`config.mk`:
```
export PLATFORM = sky130hd
export DESIGN_NAME = nnrv_wb_regfile
export DESIGN_NICKNAME = d
export VERILOG_FILES = /design/src/rtl/nnrv_pkg.sv /design/src/rtl/nnrv_cnt.sv /design/src/rtl/nnrv_wb_regfile.sv
export SDC_FILE = /design/constraint.sdc
export NUM_CORES = 2
export LEC_CHECK = 0
export CAP_MARGIN = 5
export CORE_ASPECT_RATIO = 0.75
export CORE_MARGIN = 2
export CORE_UTILIZATION = 60
export CTS_CLUSTER_DIAMETER = 50
export CTS_CLUSTER_SIZE = 20
export DETAILED_ROUTE_END_ITERATION = 10
export PLACE_DENSITY = 0.9
export SLEW_MARGIN = 5
export SYNTH_ARGS = -nofsm -noshare
export SYNTH_HDL_FRONTEND = slang
export SYNTH_HIERARCHICAL = 1
export SYNTH_SLANG_ARGS = --single-unit
```
`constraint.sdc`:
```
create_clock -name i_clk -period 4 [get_ports i_clk]
set_input_delay 0.8 -clock i_clk [delete_from_list [all_inputs] [get_ports i_clk]]
set_output_delay 0.8 -clock i_clk [all_outputs]
set_load 0.005 [all_outputs]
```
`src/rtl/nnrv_pkg.sv`:
```
// Shared constants and helpers for the nn_riscv writeback/register-file slice.
// Latency: n/a (declarations only).
// Backpressure: n/a.
package nnrv_pkg;

  localparam int XLEN_DEF   = 32;
  localparam int REG_ADDR_W = 5;
  localparam int REG_NUM    = 32;

  localparam logic [REG_ADDR_W-1:0] REG_ZERO = 5'd0;

  // Writeback sequencer states: clear the file first, then run forever.
  localparam logic [0:0] ST_INIT = 1'b0;
  localparam logic [0:0] ST_RUN  = 1'b1;

  // A writeback is architecturally visible only when enabled and not aimed at x0.
  function automatic logic is_arch_wr(input logic en, input logic [REG_ADDR_W-1:0] rd);
    return en && (rd != REG_ZERO);
  endfunction

endpackage

```
`src/rtl/nnrv_cnt.sv`:
```
// Free-running W-bit counter with enable; wraps from all-ones to zero silently.
// Latency: count visible one cycle after an enabled edge.
// Backpressure: none; the enable is the only qualifier.
module nnrv_cnt
  import nnrv_pkg::*;
#(
  parameter int W = 64
) (
  input  logic         i_clk,
  input  logic         i_rst,
  input  logic         i_en,
  output logic [W-1:0] o_cnt
);

  localparam logic [W-1:0] ONE = {{(W-1){1'b0}}, 1'b1};

  // Increment on enable; natural modulo-2^W overflow provides the wrap.
  always_ff @(posedge i_clk or posedge i_rst) begin
    if (i_rst) begin
      o_cnt <= '0;
    end else if (i_en) begin
      o_cnt <= o_cnt + ONE;
    end
  end

endmodule

```
`src/rtl/nnrv_wb_regfile.sv`:
```
// Writeback stage + 32x XLEN integer register file with write-through bypass, cycle/instret counters.
// Latency: reads combinational (zero cycles); writes commit at the next edge; trace one cycle after commit.
// Backpressure: o_busy stalls upstream for the 32-cycle post-reset clear; no stall once running.
// Optional feature macro: NNRV_WB_TRACE_EN (registered writeback trace port; tied to 0 when undefined).
module nnrv_wb_regfile
  import nnrv_pkg::*;
#(
  parameter int XLEN  = nnrv_pkg::XLEN_DEF,
  parameter int CNT_W = 64
) (
  input  logic                  i_clk,
  input  logic                  i_rst,
  input  logic                  i_mem_rd_en,
  input  logic [REG_ADDR_W-1:0] i_mem_rd,
  input  logic [XLEN-1:0]       i_mem_rd_reg,
  input  logic                  i_retire,
  input  logic [REG_ADDR_W-1:0] i_id_rs1,
  input  logic [REG_ADDR_W-1:0] i_id_rs2,
  output logic [XLEN-1:0]       o_id_rs1_reg,
  output logic [XLEN-1:0]       o_id_rs2_reg,
  output logic                  o_busy,
  output logic [CNT_W-1:0]      o_cycle,
  output logic [CNT_W-1:0]      o_instret,
  output logic                  o_trace_valid,
  output logic [REG_ADDR_W-1:0] o_trace_rd,
  output logic [XLEN-1:0]       o_trace_data
);

  logic [0:0]            state;
  logic [REG_ADDR_W-1:0] clr_idx;
  logic [XLEN-1:0]       regs [REG_NUM];

  logic                  run;
  logic                  commit;
  logic                  wr_en;
  logic [REG_ADDR_W-1:0] wr_idx;
  logic [XLEN-1:0]       wr_dat;

  assign run    = (state == ST_RUN);
  assign commit = run && is_arch_wr(i_mem_rd_en, i_mem_rd);
  assign o_busy = !run;

  // Clear sequencer: walk indices 0..31 once, then settle in ST_RUN for good.
  always_ff @(posedge i_clk or posedge i_rst) begin
    if (i_rst) begin
      state   <= ST_INIT;
      clr_idx <= '0;
    end else if (!run) begin
      clr_idx <= clr_idx + 5'd1;
      if (clr_idx == 5'd31) begin
        state <= ST_RUN;
      end
    end
  end

  // Single write port shared by the clear sequencer (zeros) and the pipeline writeback.
  always_comb begin
    wr_en  = commit;
    wr_idx = i_mem_rd;
    wr_dat = i_mem_rd_reg;
    if (!run) begin
      wr_en  = 1'b1;
      wr_idx = clr_idx;
      wr_dat = '0;
    end
  end

  // Storage is deliberately unreset; the clear sequencer provides the zero state.
  always_ff @(posedge i_clk) begin
    if (wr_en) begin
      regs[wr_idx] <= wr_dat;
    end
  end

  // Read port A: x0 and the clearing phase read zero; same-cycle writeback is forwarded.
  always_comb begin
    o_id_rs1_reg = '0;
    if (run && (i_id_rs1 != REG_ZERO)) begin
      if (commit && (i_mem_rd == i_id_rs1)) begin
        o_id_rs1_reg = i_mem_rd_reg;
      end else begin
        o_id_rs1_reg = regs[i_id_rs1];
      end
    end
  end

  // Read port B: same rules as port A, so both may forward one write together.
  always_comb begin
    o_id_rs2_reg = '0;
    if (run && (i_id_rs2 != REG_ZERO)) begin
      if (commit && (i_mem_rd == i_id_rs2)) begin
        o_id_rs2_reg = i_mem_rd_reg;
      end else begin
        o_id_rs2_reg = regs[i_id_rs2];
      end
    end
  end

  nnrv_cnt #(.W(CNT_W)) u_cycle (
    .i_clk (i_clk),
    .i_rst (i_rst),
    .i_en  (run),
    .o_cnt (o_cycle)
  );

  nnrv_cnt #(.W(CNT_W)) u_instret (
    .i_clk (i_clk),
    .i_rst (i_rst),
    .i_en  (run && i_retire),
    .o_cnt (o_instret)
  );

`ifdef NNRV_WB_TRACE_EN
  // Trace: one-cycle strobe echoing each committed write.
  always_ff @(posedge i_clk or posedge i_rst) begin
    if (i_rst) begin
      o_trace_valid <= 1'b0;
      o_trace_rd    <= '0;
      o_trace_data  <= '0;
    end else begin
      o_trace_valid <= commit;
      o_trace_rd    <= commit ? i_mem_rd : '0;
      o_trace_data  <= commit ? i_mem_rd_reg : '0;
    end
  end
`else
  assign o_trace_valid = 1'b0;
  assign o_trace_rd    = '0;
  assign o_trace_data  = '0;
`endif

endmodule

```
-- Word-level counts from Yosys, hierarchy flattened
Memories as Yosys holds them, arrays and structs flattened.
Cells that the tools add are included.
- flip-flop bits (word level): 134
- memory bits (writable): 1024
- input port bits: 51
- output and inout bits: 231
- word-level logic and storage cells: 33
- memories: 1
- $add $sub $neg: 3
- eq/ne operators: 3
- muxes and demuxes: 11
- reductions and logical operators: 11
- memories (memory ; depth ; bits a word ; read ports ; clocked after memory_dff ; wr ports ; RTL line ; source):
    regs ; 32 ; 32 ; 2 ; 0 ; 1 ; nnrv_wb_regfile.sv:31 ; logic [XLEN-1:0] regs [REG_NUM];
- operator list (operator ; count):
    $mux 32 ; 5
    $add 64x1->64 const B ; 2
    $reduce_bool 5->1 ; 3
    $eq 5x5->1 ; 2
    $logic_and 1x1->1 ; 7
    $add 5x1->5 const B ; 1
    $eq 5x5->1 const B ; 1
    $mux 1 ; 5
    $mux 5 ; 1
    $logic_not 1->1 ; 1

-- Logic depth before layout (Yosys ltp)
- depth after elaboration: 6
- mapped depth: 10
- gate-level depth less buffers: 6

-- Cells and area by module
The synthesis kept the hierarchy.
- modules (own cells, without submodules) (module ; instances ; cells an instance ; area each (um^2) ; seq. area each (um^2)):
    nnrv_wb_regfile ; 1 ; 2759 ; 48964.5 ; 30899.6
    nnrv_cnt ; 2 ; 273 ; 3079.2 ; 1601.5

-- Least setup slack after synthesis
No wires, ideal clock.
- path type: input to output
- from: input i_id_rs2[1]
- to: output o_id_rs2_reg[10]
- data arrival time: 2.622 ns
- required time: 3.200 ns
- path slack: 0.578 ns
- stages on the path: 8
- path buffers: 4
- cell sequence: buf_2 -> buf_2 -> buf_2 -> buf_1 -> mux4_2 -> a211oi_1 -> a21oi_1 -> a221o_1
- word-level cells in the longest chain between the ends: 4
- elaborated cells between the ends (all ways): 7
- those cells by class: eq/ne (1); mux (2); reduce/logical (3); memory (1)
- ends and longest elaborated chain (what ; RTL line ; source):
    from (decl) ; nnrv_wb_regfile.sv:18 ; input logic [REG_ADDR_W-1:0] i_id_rs2,
    branches (longest 3 deep; another with $mem_v2 32x32) ; - ;
    $mux 32 * ; nnrv_wb_regfile.sv:90 ; if (run && (i_id_rs2 != REG_ZERO)) begin
    to (decl) ; nnrv_wb_regfile.sv:20 ; output logic [XLEN-1:0] o_id_rs2_reg,
Every way passes the cells marked *.

-- Worst setup path after layout
- from: input i_id_rs2[0]
- to: output o_id_rs2_reg[2]
The elaborated chain is that of the path after synthesis.

==> flow_summary.toml <==
[run_status]
status = "finished, violations left"
violations = "negative setup slack"

[synthesis]
syn-cell-area_mm2 = 0.0551
seq_area_frac_synth = 0.619
yosys_warnings = 6
synth-compound-area-share = 0.0776
synth_top_family_by_area = "multiplexers"
yosys.area_share.adder = 0.000908
synth_edf_count = 1024
syn_area_per_cell_um2 = 16.7
ys_seq_elements = 1158
synthMuxAreaShare = 0.209
post_synth_num_cell_types = 53
syn_inst = 3305
ys.flop_type = "edfxtp_1"
async_flop_share = 0.116
synth_xor_area_frac = 0.0221
yosys.area_share.simple = 0.0467

[worst_setup_path]
crit_start = "i_id_rs2[0]"
critical_path.cell_chain = "buf_8 -> buf_12 -> buf_16 -> xnor2_1 -> nand2_2 -> o311ai_4 -> buf_6 -> buf_4 -> clkbuf_16 -> a21oi_2 -> a221o_1 -> dlygate4sd2_1"
r2r_slack_ns = 0.36
worstPathMaxFanout = 12
cp-endpoint = "o_id_rs2_reg[2]"
max_stage_delay_ns = 0.34
path_class = "in2out"
timing.rr.end = "regs[24][15]"
rr_startpoint = "run"
rr_worst_depth = 6
critPathSlowestCell = "o311ai_4"
endpoint_kind = "output port"
required_ns = 3.20
arrival_ns = 3.39
start_kind = "input pin"

[floorplanning]
start_util = 0.604
dieArea_mm2 = 0.0943
coreArea_mm2 = 0.0913
die_h_um = 266
die_x_um = 354
io_pins = 282
core.rowCount = 96

[clock_tree]
clkSinkCount = 1158
hold_buffers = 0
insertion_delay_ns = 0.70
cts.htree.levels = 3
cts_tree = "built"
cts-root-buf = "clkbuf_16"
clockBufferDepth = 3
cts-buffers-inserted = 84
clk_pin_slew_worst_paths_ns = 0.08

[placement]
gp_congestion = 0.946
place_inst = 4861
hpwl_um = 106000
port_buffers = 243

[finish]
seqCellArea_mm2 = 0.0341
fillers = 5118
layoutNonFillerInstCount = 5075
nets = 3839
multi_input_area_mm2 = 0.0206
drive_gt1_frac = 0.272
syn_to_final_growth_pct = 19.3

[timing]
timing.fmax_mhz = 239
max_slew_margin = 0.0654
fin_tns_setup_ns = -2.81
whs_ns = 0.471
finalCritPeriodShare = 1.05
setup_viol = 28
setup_ws_ns = -0.193
hold_viol = 0
rsz0062_at_grt = "true"
tightest_slew_ns = 1.40
fin_crit_ns = 4.19
slew_violations = 0
skew_ns = 0.0245

[global_route]
grt_pass1_vias = 37937
grt_max_degree = 65
track_usage = 0.364
grt_pass1_wl_um = 251000
antenna_found_initial = 11
grt-busiest-layer = "met2"
grt_overflow = 0
grtUsageMet2 = 0.540
groute.layer.met3.usage = 0.165
grtUsageMet1 = 0.465

[routing]
drcViolationCount = 0
ant_nets = 0
wirelength_um = 180000
wl_per_cell_um = 35.5
drt_pass1_iterations = 8
routed-via-count = 38539
dr.first_iter.drc_count = 7523
vias_per_cell = 7.59

[power_and_ir_drop]
ir_drop_mv = 0.393
power_density_mw_per_mm2 = 385
leakage_nw = 23.2

[worst_hold_path]
min_delay_path_depth = 1
min_path_type = "reg2reg"

[flow_run]
drv_cap = 0
## cell usage after synthesis (all sizes together), types with 21 or more instances
cell	count	area, um2
nor3	34	223
a21oi	99	495
o21bai	64	480
dfrtp	134	3350
clkbuf	121	454
a221o	64	641
nand4	43	337
edfxtp	1024	30700
inv	23	86.3
a22oi	96	721
a211oi	32	240
nand2	99	372
nor2b	37	231
mux2i	352	3520
mux4	352	7930
nor4	21	289
nor2	76	285
xor2	47	412
o21ai	33	165
a221oi	160	1400
nand3	65	400
buf	152	858
and2	38	238
xnor2	92	806
## power by group
group	total [mW]	internal [mW]	switching (mW)
registers	13.3	13.2	0.0471
logic	2.98	1.26	1.72
clock network	9.08	4.42	4.67
total	25.3	18.9	6.44
## routing by layer
| layer | part of all wire | vias up | wire, um |
|---|---|---|---|
| met3 | 0.18 | 934 | 31800 |
| met1 | 0.32 | 18991 | 57600 |
| met5 | 0.0016 | - | 289 |
| met2 | 0.44 | 3985 | 80200 |
| met4 | 0.058 | 20 | 10400 |
| li1 | - | 14609 | - |
## cell families after synthesis
logic type / after synthesis
adders and majority gates: 4
other: 1
and+or+nand+nor: 440
buffers and inverters: 296
xor gates and xnor gates: 139
muxes: 708
AOI/OAI and AO/OA: 559
DFF: 1158
## sequential cells by signal, indices dropped and copies added, names as in the netlist
signal / flops
run: 1
regs: 1024
clr_idx: 5
u_cycle/o_cnt: 64
u_instret/o_cnt: 64
## worst max-delay path: cells and delay by family
| kind | cells | cell delay, ns |
|---|---|---|
| xor+xnor | 1 | 0.29 |
| compound gates | 3 | 0.69 |
| simple gates | 1 | 0.19 |
| buf+inv | 7 | 1.38 |
## stage by stage
| step | worst slack, ns | total power [mW] | util | instance area, um2 |
|---|---|---|---|---|
| 2_1_floorplan | 0.578 | 14.9 | - | 55300 |
| 3_3_place_gp | -0.369 | 16.1 | 0.678 | 61900 |
| 3_5_place_dp | -0.396 | 16.2 | 0.678 | 61900 |
| 4_1_cts | -0.124 | 25.0 | 0.714 | 65200 |
| 5_1_grt | -0.184 | 25.7 | 0.720 | 65700 |
| 6_report | -0.193 | 25.3 | 0.720 | 65700 |
## how the worst min path moves through the flow
stage                        startpoint                  end  slack, ns
detailed placement    u_cycle/o_cnt[63]    u_cycle/o_cnt[63]       0.46
CTS                   u_cycle/o_cnt[63]    u_cycle/o_cnt[63]       0.47
global placement    u_instret/o_cnt[63]  u_instret/o_cnt[63]       0.46
floorplan                    clr_idx[2]           clr_idx[2]       0.45
global route        u_instret/o_cnt[63]  u_instret/o_cnt[63]       0.50
finish                u_cycle/o_cnt[63]    u_cycle/o_cnt[63]       0.47
## timing repair
action	4_1_cts	5_1_grt
cloned	4	3
pin swaps	17	11
endpoints found under the setup margin	64	41
hold endpoints to repair	0	0
setup buffers	24	34
gates resized for setup	130	66
## cell type report
cell class                      instances  area share
Antenna cell                            4    0.000152
Timing Repair Buffer                  629       0.101
Clock buffer                           94      0.0328
Inverter                               23     0.00131
Multi-Input combinational cell       1888       0.313
Clock inverter                         54     0.00997
Tap cell                             1225      0.0233
Sequential cell                      1158       0.519
## cell usage in the layout (no fill, tap or decap), types with 15 or more instances in the layout
master	n
a211oi_1	32
a21oi_1	54
a21oi_2	23
a21oi_4	22
a221o_1	64
a221oi_1	153
a22oi_1	96
and2_1	37
buf_12	96
buf_4	277
clkbuf_16	87
clkdlybuf4s50_1	165
conb_1	38
dfrtp_1	133
dlygate4sd2_1	45
dlymetal6s2s_1	15
edfxtp_1	1024
inv_1	20
mux2i_1	352
mux4_2	352
nand2_1	97
nand3_1	58
nand4_1	35
nor2_1	41
nor2_4	35
nor2b_1	33
nor3_1	24
o21ai_0	33
o21bai_1	64
xnor2_1	89
xor2_1	47
(Power assumes the default switching activity.)
